==> src/rtl/modn_run_ctrl.sv <==
// Run controller for the modulo-N counter: sequences 0..term for nper periods,
// flags each wrap, and handles aborts and illegal-config rejection.
module modn_run_ctrl #(
  parameter int W  = 3,
  parameter int PW = 4
) (
  input  logic          clk,
  input  logic          rst,
  input  logic          start,
  input  logic [W-1:0]  mod_in,
  input  logic [PW-1:0] periods_in,
  input  logic          stop,
  output logic          ready,
  output logic          busy,
  output logic [W-1:0]  cnt,
  output logic          wrap,
  output logic          done,
  output logic          aborted,
  output logic          err
);

  typedef enum logic [1:0] {
    S_IDLE,
    S_RUN,
    S_DONE
  } state_t;

  state_t        r_state;
  logic [W-1:0]  r_cnt;
  logic [W-1:0]  r_term;
  logic [PW-1:0] r_pc;
  logic [PW-1:0] r_nper;
  logic          r_abt;
  logic          r_err;

  logic w_wrap;
  logic w_last;

  assign w_wrap = (r_state == S_RUN) && (r_cnt == r_term);
  // nper==0 means free-run: pc wraps silently, only stop ends it
  assign w_last = (r_nper != '0) && (r_pc == r_nper - PW'(1));

  always_ff @(posedge clk) begin
    if (rst) begin
      r_state <= S_IDLE;
      r_cnt   <= '0;
      r_term  <= '0;
      r_pc    <= '0;
      r_nper  <= '0;
      r_abt   <= 1'b0;
      r_err   <= 1'b0;
    end else begin
      r_abt <= 1'b0;
      r_err <= 1'b0;
      unique case (r_state)
        S_IDLE: begin
          r_cnt <= '0;
          if (start) begin
            if (mod_in != '0) begin
              r_term  <= mod_in;
              r_nper  <= periods_in;
              r_pc    <= '0;
              r_state <= S_RUN;
            end else begin
              r_err <= 1'b1;
            end
          end
        end
        S_RUN: begin
          r_cnt <= w_wrap ? '0 : r_cnt + W'(1);
          if (w_wrap) r_pc <= r_pc + PW'(1);
          // stop wins over a coincident final wrap
          if (stop) begin
            r_state <= S_DONE;
            r_abt   <= 1'b1;
            r_cnt   <= '0;
          end else if (w_wrap && w_last) begin
            r_state <= S_DONE;
            r_cnt   <= '0;
          end
        end
        S_DONE: begin
          r_cnt   <= '0;
          r_state <= S_IDLE;
        end
        default: r_state <= S_IDLE;
      endcase
    end
  end

  assign ready   = (r_state == S_IDLE);
  assign busy    = (r_state == S_RUN);
  assign done    = (r_state == S_DONE);
  assign cnt     = r_cnt;
  assign wrap    = w_wrap;
  assign aborted = r_abt;
  assign err     = r_err;

endmodule

==> config.mk <==
export PLATFORM = sky130hd
export DESIGN_NAME = modn_run_ctrl
export DESIGN_NICKNAME = d
export VERILOG_FILES = /design/src/rtl/modn_run_ctrl.sv
export SDC_FILE = /design/constraint.sdc
export NUM_CORES = 1
export LEC_CHECK = 0
export CORE_MARGIN = 2
export CORE_UTILIZATION = 45
export DETAILED_ROUTE_END_ITERATION = 12
export GPL_ROUTABILITY_DRIVEN = 0
export PLACE_DENSITY = 0.79
export SKIP_CTS_REPAIR_TIMING = 1
export SLEW_MARGIN = 15
export SYNTH_ARGS = -nofsm -noshare
export SYNTH_HDL_FRONTEND = slang
export SYNTH_SLANG_ARGS = --single-unit
==> constraint.sdc <==
create_clock -name clk -period 2.9 [get_ports clk]
set_clock_uncertainty 0.1 [all_clocks]
set_input_delay 0.435 -clock clk [delete_from_list [all_inputs] [get_ports clk]]
set_output_delay 0.435 -clock clk [all_outputs]
set_load 0.01 [all_outputs]
# Word-level counts from Yosys, hierarchy flattened
# Index checks and enable logic that the tools add are counted.
[totals]
ff_bits = 18
latch_bits = 0
ram_bits = 0
rom_bits = 0
input_bits = 11
output_inout_bits = 9
word_cells = 50
n_memories = 0
[op_classes]
add_sub_neg = 3
n_mul = 0
div_mod_pow = 0
order_cmp = 0
eq_ne = 8
shifts = 0
muxes = 15
bitwise_logic = 3
n_reduce_logical = 14
[op_table]
columns = ["op", "n"]
rows = [
  ["$mux W4", 3],
  ["$mux W3", 3],
  ["$mux W2", 4],
  ["$pmux W4 S2", 1],
  ["$pmux W3 S2", 1],
  ["$reduce_and A3 Y1", 2],
  ["$add A4 B1 Y4 const B", 1],
  ["$eq A4 B4 Y1", 1],
  ["$ne A2 B1 Y1 const B", 2],
  ["$pmux W2 S2", 1],
  ["$reduce_and A4 Y1", 1],
  ["$reduce_bool A2 Y1", 2],
  ["$reduce_bool A4 Y1", 1],
  ["$reduce_or A2 Y1", 2],
  ["$sub A4 B1 Y4 const B", 1],
  ["$add A3 B1 Y3 const B", 1],
  ["$eq A3 B3 Y1", 1],
  ["$logic_and A1 B1 Y1", 3],
  ["$ne A3 B2 Y1 const B", 1],
  ["$not A1 Y1", 3],
  ["$reduce_bool A3 Y1", 1],
  ["$reduce_or A3 Y1", 1],
  ["$eq A2 B1 Y1 const B", 1],
  ["$eq A2 B2 Y1 const B", 1],
  ["3 further kinds", 4],
]

# Longest topological paths before layout
# Gate-level depths: netlist of the first run.
[depth]
ltp_word = 7
mapped_depth = 6
depth_no_buf = 6

# Least setup slack after synthesis of the first run
# OpenSTA, ideal clock, no wires.
[synth_timing]
kind = "register -> register"
from = "reg r_nper[0]"
to = "reg r_state[0]"
setup_ns = 0.136
t_arrival_ns = 1.335
required_ns = 2.664
setup_slack_ns = 1.329
path_stages_with_launch = 7
path_buffers = 0
period_less_slack_ns = 1.571
path_cell_list = "dfxtp_1 > inv_1 > ha_1 > xor2_1 > o311ai_0 > nor4_2 > o22ai_1"
[synth_between]
elab_chain_len = 6
elab_cells_between_ends = 7
cone_classes = "add/sub (1); eq/ne (2); reduce/logical (4)"
[synth_lines]
columns = ["element", "line", "rtl"]
rows = [
  ["from (decl)", "32", "logic [PW-1:0] r_nper;"],
  ["from (signal assigned)", "61", "r_nper <= periods_in;"],
  ["$sub A4 B1 Y4", "41", "assign w_last = (r_nper != '0) && (r_pc == r_nper - PW'(1));"],
  ["$eq A4 B4 Y1", "41", ""],
  ["$logic_and A1 B1 Y1 *", "41", ""],
  ["$logic_and A1 B1 Y1 *", "77", "end else if (w_wrap && w_last) begin"],
  ["$ne A3 B2 Y1 (no line) *", "n/a", ""],
  ["$reduce_and A3 Y1 (no line) *", "n/a", ""],
  ["to (signal assigned)", "45", "r_state <= S_IDLE;"],
  ["to (signal assigned)", "78", "r_state <= S_DONE;"],
  ["to (signal assigned)", "84", "r_state <= S_IDLE;"],
  ["to (decl)", "28", "state_t r_state;"],
]
# Mark *: on every way between the ends. The rest lies on a longest branch, timed or not.
# A chain may end at the register's enable or synchronous reset.

# Worst setup path in the final report of the first run
[layout_timing]
from = "reg r_cnt[2] (netlist: cnt[2])"
to = "out wrap"
[layout_between]
elab_chain_len = 2
[layout_lines]
columns = ["element", "line", "rtl"]
rows = [
  ["from (decl)", "29", "logic [W-1:0] r_cnt;"],
  ["from (signal assigned)", "70", "r_cnt <= w_wrap ? '0 : r_cnt + W'(1);"],
  ["$eq A3 B3 Y1", "39", "assign w_wrap = (r_state == S_RUN) && (r_cnt == r_term);"],
  ["$logic_and A1 B1 Y1", "39", ""],
  ["to (decl)", "16", "output logic wrap,"],
]
# Every way passes these cells.

==> flow_summary.json, run 1 <==
{
  "outcome": "finished, final reports clean",
  "globalRouteTotalUtil_pct": 16.0,
  "drive_above_1_share_pct": 12.7,
  "post_drt_wl_per_cell_um": 11.8,
  "final_nets": 134,
  "clockBufferDepth": 2,
  "power_density_nw_per_um2": 446,
  "synth.cells.most_frequent": "sky130_fd_sc_hd__dfxtp_1, sky130_fd_sc_hd__a21oi_1, sky130_fd_sc_hd__nand2_1",
  "drt.antenna.violating_nets": 0,
  "synth.yosys.seq_area_share_pct": 39.3,
  "cp-start-kind": "register",
  "placeableCoreArea_um2": 1940,
  "cts_tree": "built",
  "antenna_diode_count": 0,
  "synth-edff-count": 0,
  "timing.final.setup_violations": 0,
  "synth_mux_area_share_pct": 0,
  "holdPathStages": 2,
  "dominant_combinational_cell_family_by_area_after_synthesis": "simple AND/OR/NAND/NOR gates",
  "synthSimpleGateAreaFrac_pct": 23.3,
  "timing.critical_path.arrival_ns": 1.72,
  "globalRouteOverflowTotal": 0,
  "cts.reportedPaths.clkPinSlew_ns": 0.10,
  "wire_length_of_the_first_global_routing_pass_um": 2960,
  "postSynth.asyncResetShare_pct": 0,
  "hold_path.startpoint": "r_nper[1]",
  "synth_cell_type_count": 35,
  "timing.hold.worst.class": "register to register",
  "post-route-util_pct": 60.4,
  "io_buffers": 19,
  "fp.dieW_um": 49.1,
  "holdPathEnd": "r_nper[1]",
  "crit_path_max_fanout": 10,
  "power.ir.vdd_worst_v": 0.000307,
  "syn-mean-instance-area_um2": 9.55,
  "tightest_slew_ns": 0.596,
  "io-pin-count": 20,
  "cts.htree.levels": 1,
  "synth-seq-cells": 18,
  "post_drt_via_cell_ratio": 5.06,
  "initial_utilization_pct": 47.2,
  "post_synth_main_area_contributors": "sky130_fd_sc_hd__dfxtp_1, sky130_fd_sc_hd__ha_1, sky130_fd_sc_hd__xnor2_2",
  "r2r-start": "r_nper[0]",
  "final_hold_viol_count": 0,
  "die-area_um2": 2420,
  "numClockSinks": 18,
  "criticalPathCategory": "register to primary output",
  "area_growth_syn_to_layout_pct": 28.0,
  "timing.critical_path.to_type": "primary output",
  "grt_start_max_net_pins": 16,
  "max_freq_mhz": 443,
  "tns_ns": 0,
  "reg2reg_to": "r_state[0]",
  "yosys.area.top_type": "sky130_fd_sc_hd__dfxtp_1",
  "wirelength_um": 1710,
  "clk-insertion-delay-late_ns": 0.29,
  "cells_after_synthesis": 96,
  "netlist.area_leader.share_pct": 39.3,
  "fin_crit_ns": 2.26,
  "hpwlAfterDp_um": 1350,
  "slew_headroom_pct": 60.2,
  "synth-adder-area-share_pct": 5.46,
  "drt-initial-drc-count": 3,
  "drt_first_pass_iters": 3,
  "layout.filler_cells": 184,
  "most_common_cell_in_the_netlist": "sky130_fd_sc_hd__dfxtp_1",
  "clockRootBuffer": "sky130_fd_sc_hd__clkbuf_4",
  "fp.dieH_um": 49.1,
  "route.vias.total": 734,
  "p_leak_nw": 0.419,
  "grt_antenna_before_repair": 0,
  "final-max-slew-violation-count": 0,
  "drt_drc_violations_left": 0,
  "post-route-period-util_pct": 77.8,
  "synthFlopType": "sky130_fd_sc_hd__dfxtp_1",
  "yosys_warnings": 0,
  "core.rowCount": 16,
  "post_synthesis_net_count": 111,
  "unrepaired_setup_endpoints_after_global_routing": "no",
  "cts_made_buffers": 3,
  "grt_pass1_vias": 714,
  "synth_compound_area_share_pct": 17.5,
  "synth-xor-area-share_pct": 11.1,
  "setup.reg_to_reg.worst_slack_ns": 1.11,
  "worstPathRequired_ns": 2.37,
  "post_synth_instance_area_um2": 917,
  "r2r.worst_path.cells": 6,
  "cap_violations": 0
}
==> layout make-up <==
cell class	count	area (um2)	share of cell area, %
clock buffer	4	36.3	3.09
timing repair buffer	19	190	16.2
sequential	18	360	30.7
tap	27	33.8	2.88
multi-input combinational	70	526	44.8
inverter	7	27.5	2.35
==> metrics by stage <==
stage / power [W] / cells / instance area, um2 / setup slack [ns] / hold WS, ns
4_1_cts: 0.000528 / 145 / 1170 / 0.630 / 0.397
3_5_place_dp: 0.000376 / 141 / 1140 / 0.917 / 0.382
6_report: 0.000524 / 145 / 1170 / 0.644 / 0.397
2_1_floorplan: 0.000336 / 96 / 917 / 1.33 / 0.349
5_1_grt: 0.000552 / 145 / 1170 / 0.510 / 0.423
3_3_place_gp: 0.000373 / 141 / 1140 / 0.986 / 0.379
==> where the power goes <==
group	internal, W	total, W	switching (W)
Clock	0.0000764	0.000154	0.0000774
Combinational	0.0000514	0.0000985	0.0000471
Sequential	0.000258	0.000271	0.0000132
Total	0.000386	0.000524	0.000138
==> layout by cell type, fill, tap and decap left out, drive strengths merged, types with 2 or more instances in the layout <==
cell and instances:
xnor2 7, clkdlybuf4s50 19, nand2b 3, ha 4, nor2 5, a22o 3, o21ai 2, o311ai 2
or2 2, or3 3, clkbuf 4, nand3b 2, inv 6, a21oi 9, nand2 9, dfxtp 18
xor2 2, nand3 5
==> per-layer routing <==
metal,vias to the layer above,wire length (um),track usage (%)
met1,329,786,18.3
met2,14,848,27.7
met4,0,15,4.29
li1,389,-,-
met5,-,0,0
met3,2,62,5.83
==> registers in the layout, indices dropped and copies added, names as in the netlist <==
name and cells:
cnt 3, r_pc 4, r_term 3, r_state 2, aborted 1, r_nper 4, err 1
==> worst max-delay path, stage by stage, from the launching register on <==
cell                              delay (ns)
sky130_fd_sc_hd__dfxtp_1                0.44
sky130_fd_sc_hd__xnor2_2                0.18
sky130_fd_sc_hd__nand4_4                0.20
sky130_fd_sc_hd__inv_1                  0.09
sky130_fd_sc_hd__clkdlybuf4s50_1        0.53
==> how the worst max path moves through the flow <==
stage          slack, ns        from  cells after the start          to
3_5_place_dp        0.92   mod_in[2]                      4     r_pc[2]
4_1_cts             0.63      cnt[2]                      4        wrap
5_1_grt             0.51      cnt[2]                      4        wrap
3_3_place_gp        0.99  r_state[0]                      5        wrap
6_report            0.64      cnt[2]                      4        wrap
2_1_floorplan       1.33   r_nper[0]                      6  r_state[0]
==> logic make-up (layout without fill, tap and decap cells) <==
| family | after synthesis | after routing |
|---|---|---|
| adder cells (fa/ha/maj) | 4 | 4 |
| XOR/XNOR | 9 | 9 |
| buffers and inverters | 8 | 30 |
| AND/OR/NAND/NOR | 35 | 35 |
| AO/OA/AOI/OAI | 22 | 22 |
| flip-flops | 18 | 18 |
(Power assumes the default switching activity.)
==> run 2: changes to the inputs <==
==> constraint.sdc (replaced) <==
create_clock -name clk -period 2.1 [get_ports clk]
set_clock_uncertainty 0.1 [all_clocks]
set_input_delay 0.315 -clock clk [delete_from_list [all_inputs] [get_ports clk]]
set_output_delay 0.315 -clock clk [all_outputs]
set_load 0.01 [all_outputs]
==> run 2 against run 1 <==
Effect of this change:
- worst setup slack got worse by 0.43 ns
- clock-buffer cell count unchanged
- utilization increased by 4.8 points
- wire length increased by 6.0%
- design area increased by 7.9%
- combinational power increased by 58%
- sequential power increased by 39%
- worst hold slack got worse by 0.017 ns
- critical path depth decreased by 2
- clock power increased by 40%
- global-route usage decreased by 0.42 points
- largest power group unchanged
==> flow_summary.json, run 2 (synthesis results as in run 1) <==
{
  "r2r.worst_path.cells": 6,
  "power.clock.fraction_pct": 28.8,
  "clockRootBuffer": "sky130_fd_sc_hd__clkbuf_4",
  "fp.dieW_um": 49.1,
  "power_density_nw_per_um2": 591,
  "cap_violations": 0,
  "path_delay_family": "buffers and inverters",
  "power_report.internal_total_w": 0.000549,
  "globalRouteTotalUtil_pct": 15.6,
  "timing.critical_path.slowest_cell_delay_ns": 0.58,
  "globalRouteOverflowTotal": 0,
  "final_hold_viol_count": 0,
  "final_cell_area_um2": 1270,
  "wirelength_um": 1820,
  "timing.hold.worst.class": "register to register",
  "setup.reg_to_reg.worst_slack_ns": 0.33,
  "layout.filler_cells": 162,
  "post-route-period-util_pct": 89.7,
  "timing.critical_path.to_type": "primary output",
  "p_leak_nw": 0.470,
  "tns_ns": 0,
  "r2r-start": "r_nper[0]",
  "mostFrequentLayoutCell": "sky130_fd_sc_hd__clkdlybuf4s50_1",
  "outcome": "finished, final reports clean",
  "timing.critical_path.from": "r_state[1]",
  "numClockSinks": 18,
  "timing.critical_path.cells": "nor2_2 > clkdlybuf4s50_1",
  "timing.final.setup_violations": 0,
  "drt_drc_violations_left": 0,
  "grt_start_max_net_pins": 13,
  "cts.reportedPaths.clkPinSlew_ns": 0.10,
  "io-pin-count": 20,
  "wire_length_of_the_first_global_routing_pass_um": 2940,
  "power.ir.vdd_worst_v": 0.000454,
  "drt_first_pass_iters": 4,
  "worstPathRequired_ns": 1.68,
  "cts_made_buffers": 3,
  "p_total_w": 0.000749,
  "drt-initial-drc-count": 8,
  "cp-start-kind": "register",
  "clockBufferDepth": 2,
  "timing.critical_path.arrival_ns": 1.47,
  "area_growth_syn_to_layout_pct": 38.1,
  "reg2reg_to": "r_state[0]",
  "hpwlAfterDp_um": 1330,
  "power.sequential.fraction_pct": 50.3,
  "cts_tree": "built",
  "slew_headroom_pct": 71.0,
  "timing.critical_path.to": "ready",
  "final_cell_mix": "sky130_fd_sc_hd__clkdlybuf4s50_1, sky130_fd_sc_hd__dfxtp_1, sky130_fd_sc_hd__a21oi_1, sky130_fd_sc_hd__nand2_1",
  "cp.buffers_inverters": 1,
  "drive_above_1_share_pct": 22.6,
  "placeableCoreArea_um2": 1940,
  "clk-insertion-delay-late_ns": 0.29,
  "largest_registers": "r_nper (4), r_pc (4)",
  "fp.dieH_um": 49.1,
  "route.vias.total": 757,
  "post_drt_via_cell_ratio": 5.01,
  "drt.antenna.violating_nets": 0,
  "die-area_um2": 2420,
  "grt_pass1_vias": 674,
  "placement.cell_area_um2": 1150,
  "antenna_diode_count": 0,
  "final.hold.worst_slack_ns": 0.379,
  "power.combinational.fraction_pct": 20.9,
  "crit_cells": 2,
  "final-max-slew-violation-count": 0,
  "final_nets": 140,
  "fin_crit_ns": 1.88,
  "max_freq_mhz": 531,
  "post_drt_wl_per_cell_um": 12.0,
  "cts.htree.levels": 1,
  "holdPathStages": 2,
  "initial_utilization_pct": 47.2,
  "tightest_slew_ns": 0.434,
  "cp_max_stage_cell": "sky130_fd_sc_hd__clkdlybuf4s50_1",
  "power.switching_fraction_pct": 26.6,
  "post-route-util_pct": 65.2,
  "core.rowCount": 16,
  "crit_path_max_fanout": 6,
  "criticalPathCategory": "register to primary output",
  "io_buffers": 19,
  "unrepaired_setup_endpoints_after_global_routing": "no",
  "grt_antenna_before_repair": 0,
  "power.net_switching_w": 0.000199
}
-- run 2: cell type report --
cell class / count / area, um2 / share of cell area, %
multi-input combinational: 70 / 559 / 44.2
tap: 27 / 33.8 / 2.67
timing repair buffer: 25 / 238 / 18.8
inverter: 7 / 27.5 / 2.17
clock buffer: 4 / 36.3 / 2.87
sequential: 18 / 372 / 29.3
-- run 2: tightest hold or removal path, stage by stage, from the launching register on --
cell and delay [ns]:
sky130_fd_sc_hd__dfxtp_1 0.34, sky130_fd_sc_hd__nand2_1 0.06, sky130_fd_sc_hd__a21oi_1 0.05
-- run 2: how the worst min path moves through the flow --
| stage | to | slack (ns) | startpoint |
|---|---|---|---|
| after CTS | r_nper[1] | 0.39 | r_nper[1] |
| final | r_nper[1] | 0.38 | r_nper[1] |
| after detailed placement | r_nper[1] | 0.38 | r_nper[1] |
| after global placement | r_nper[1] | 0.36 | r_nper[1] |
| after global routing | r_nper[1] | 0.41 | r_nper[1] |
| after floorplan | err | 0.29 | mod_in[2] |
-- run 2: stage by stage --
stage	cells	setup slack, ns
after floorplan	96	0.529
after detailed placement	143	0.294
after global routing	151	0.132
final	151	0.215
after global placement	143	0.309
after CTS	147	-0.0500
-- run 2: power groups by stage --
| stage | Combinational (W) | Clock, W | Sequential (W) |
|---|---|---|---|
| floorplan | 0.0000848 | 0 | 0.000379 |
| global placement | 0.000137 | 0 | 0.000381 |
| detailed placement | 0.000141 | 0 | 0.000382 |
| CTS | 0.000142 | 0.000220 | 0.000374 |
| global route | 0.000171 | 0.000238 | 0.000380 |
| finish | 0.000156 | 0.000216 | 0.000377 |
-- run 2: routing by layer --
layer | global-route usage, % | part of all wire, %
met1 | 19.4 | 46
met3 | 3.37 | 4.3
met4 | 5.71 | 1.3
met5 | 0 | 0
met2 | 26.1 | 48
==> run 3: changes to the inputs <==
--- a/config.mk
+++ b/config.mk
@@ -7,6 +7,7 @@
 export LEC_CHECK = 0
 export CORE_MARGIN = 2
 export CORE_UTILIZATION = 45
+export CTS_CLUSTER_DIAMETER = 60
 export DETAILED_ROUTE_END_ITERATION = 12
 export GPL_ROUTABILITY_DRIVEN = 0
 export PLACE_DENSITY = 0.79
==> results of run 3 <==
Final layout, timing and power as in run 2 (identical DEF).
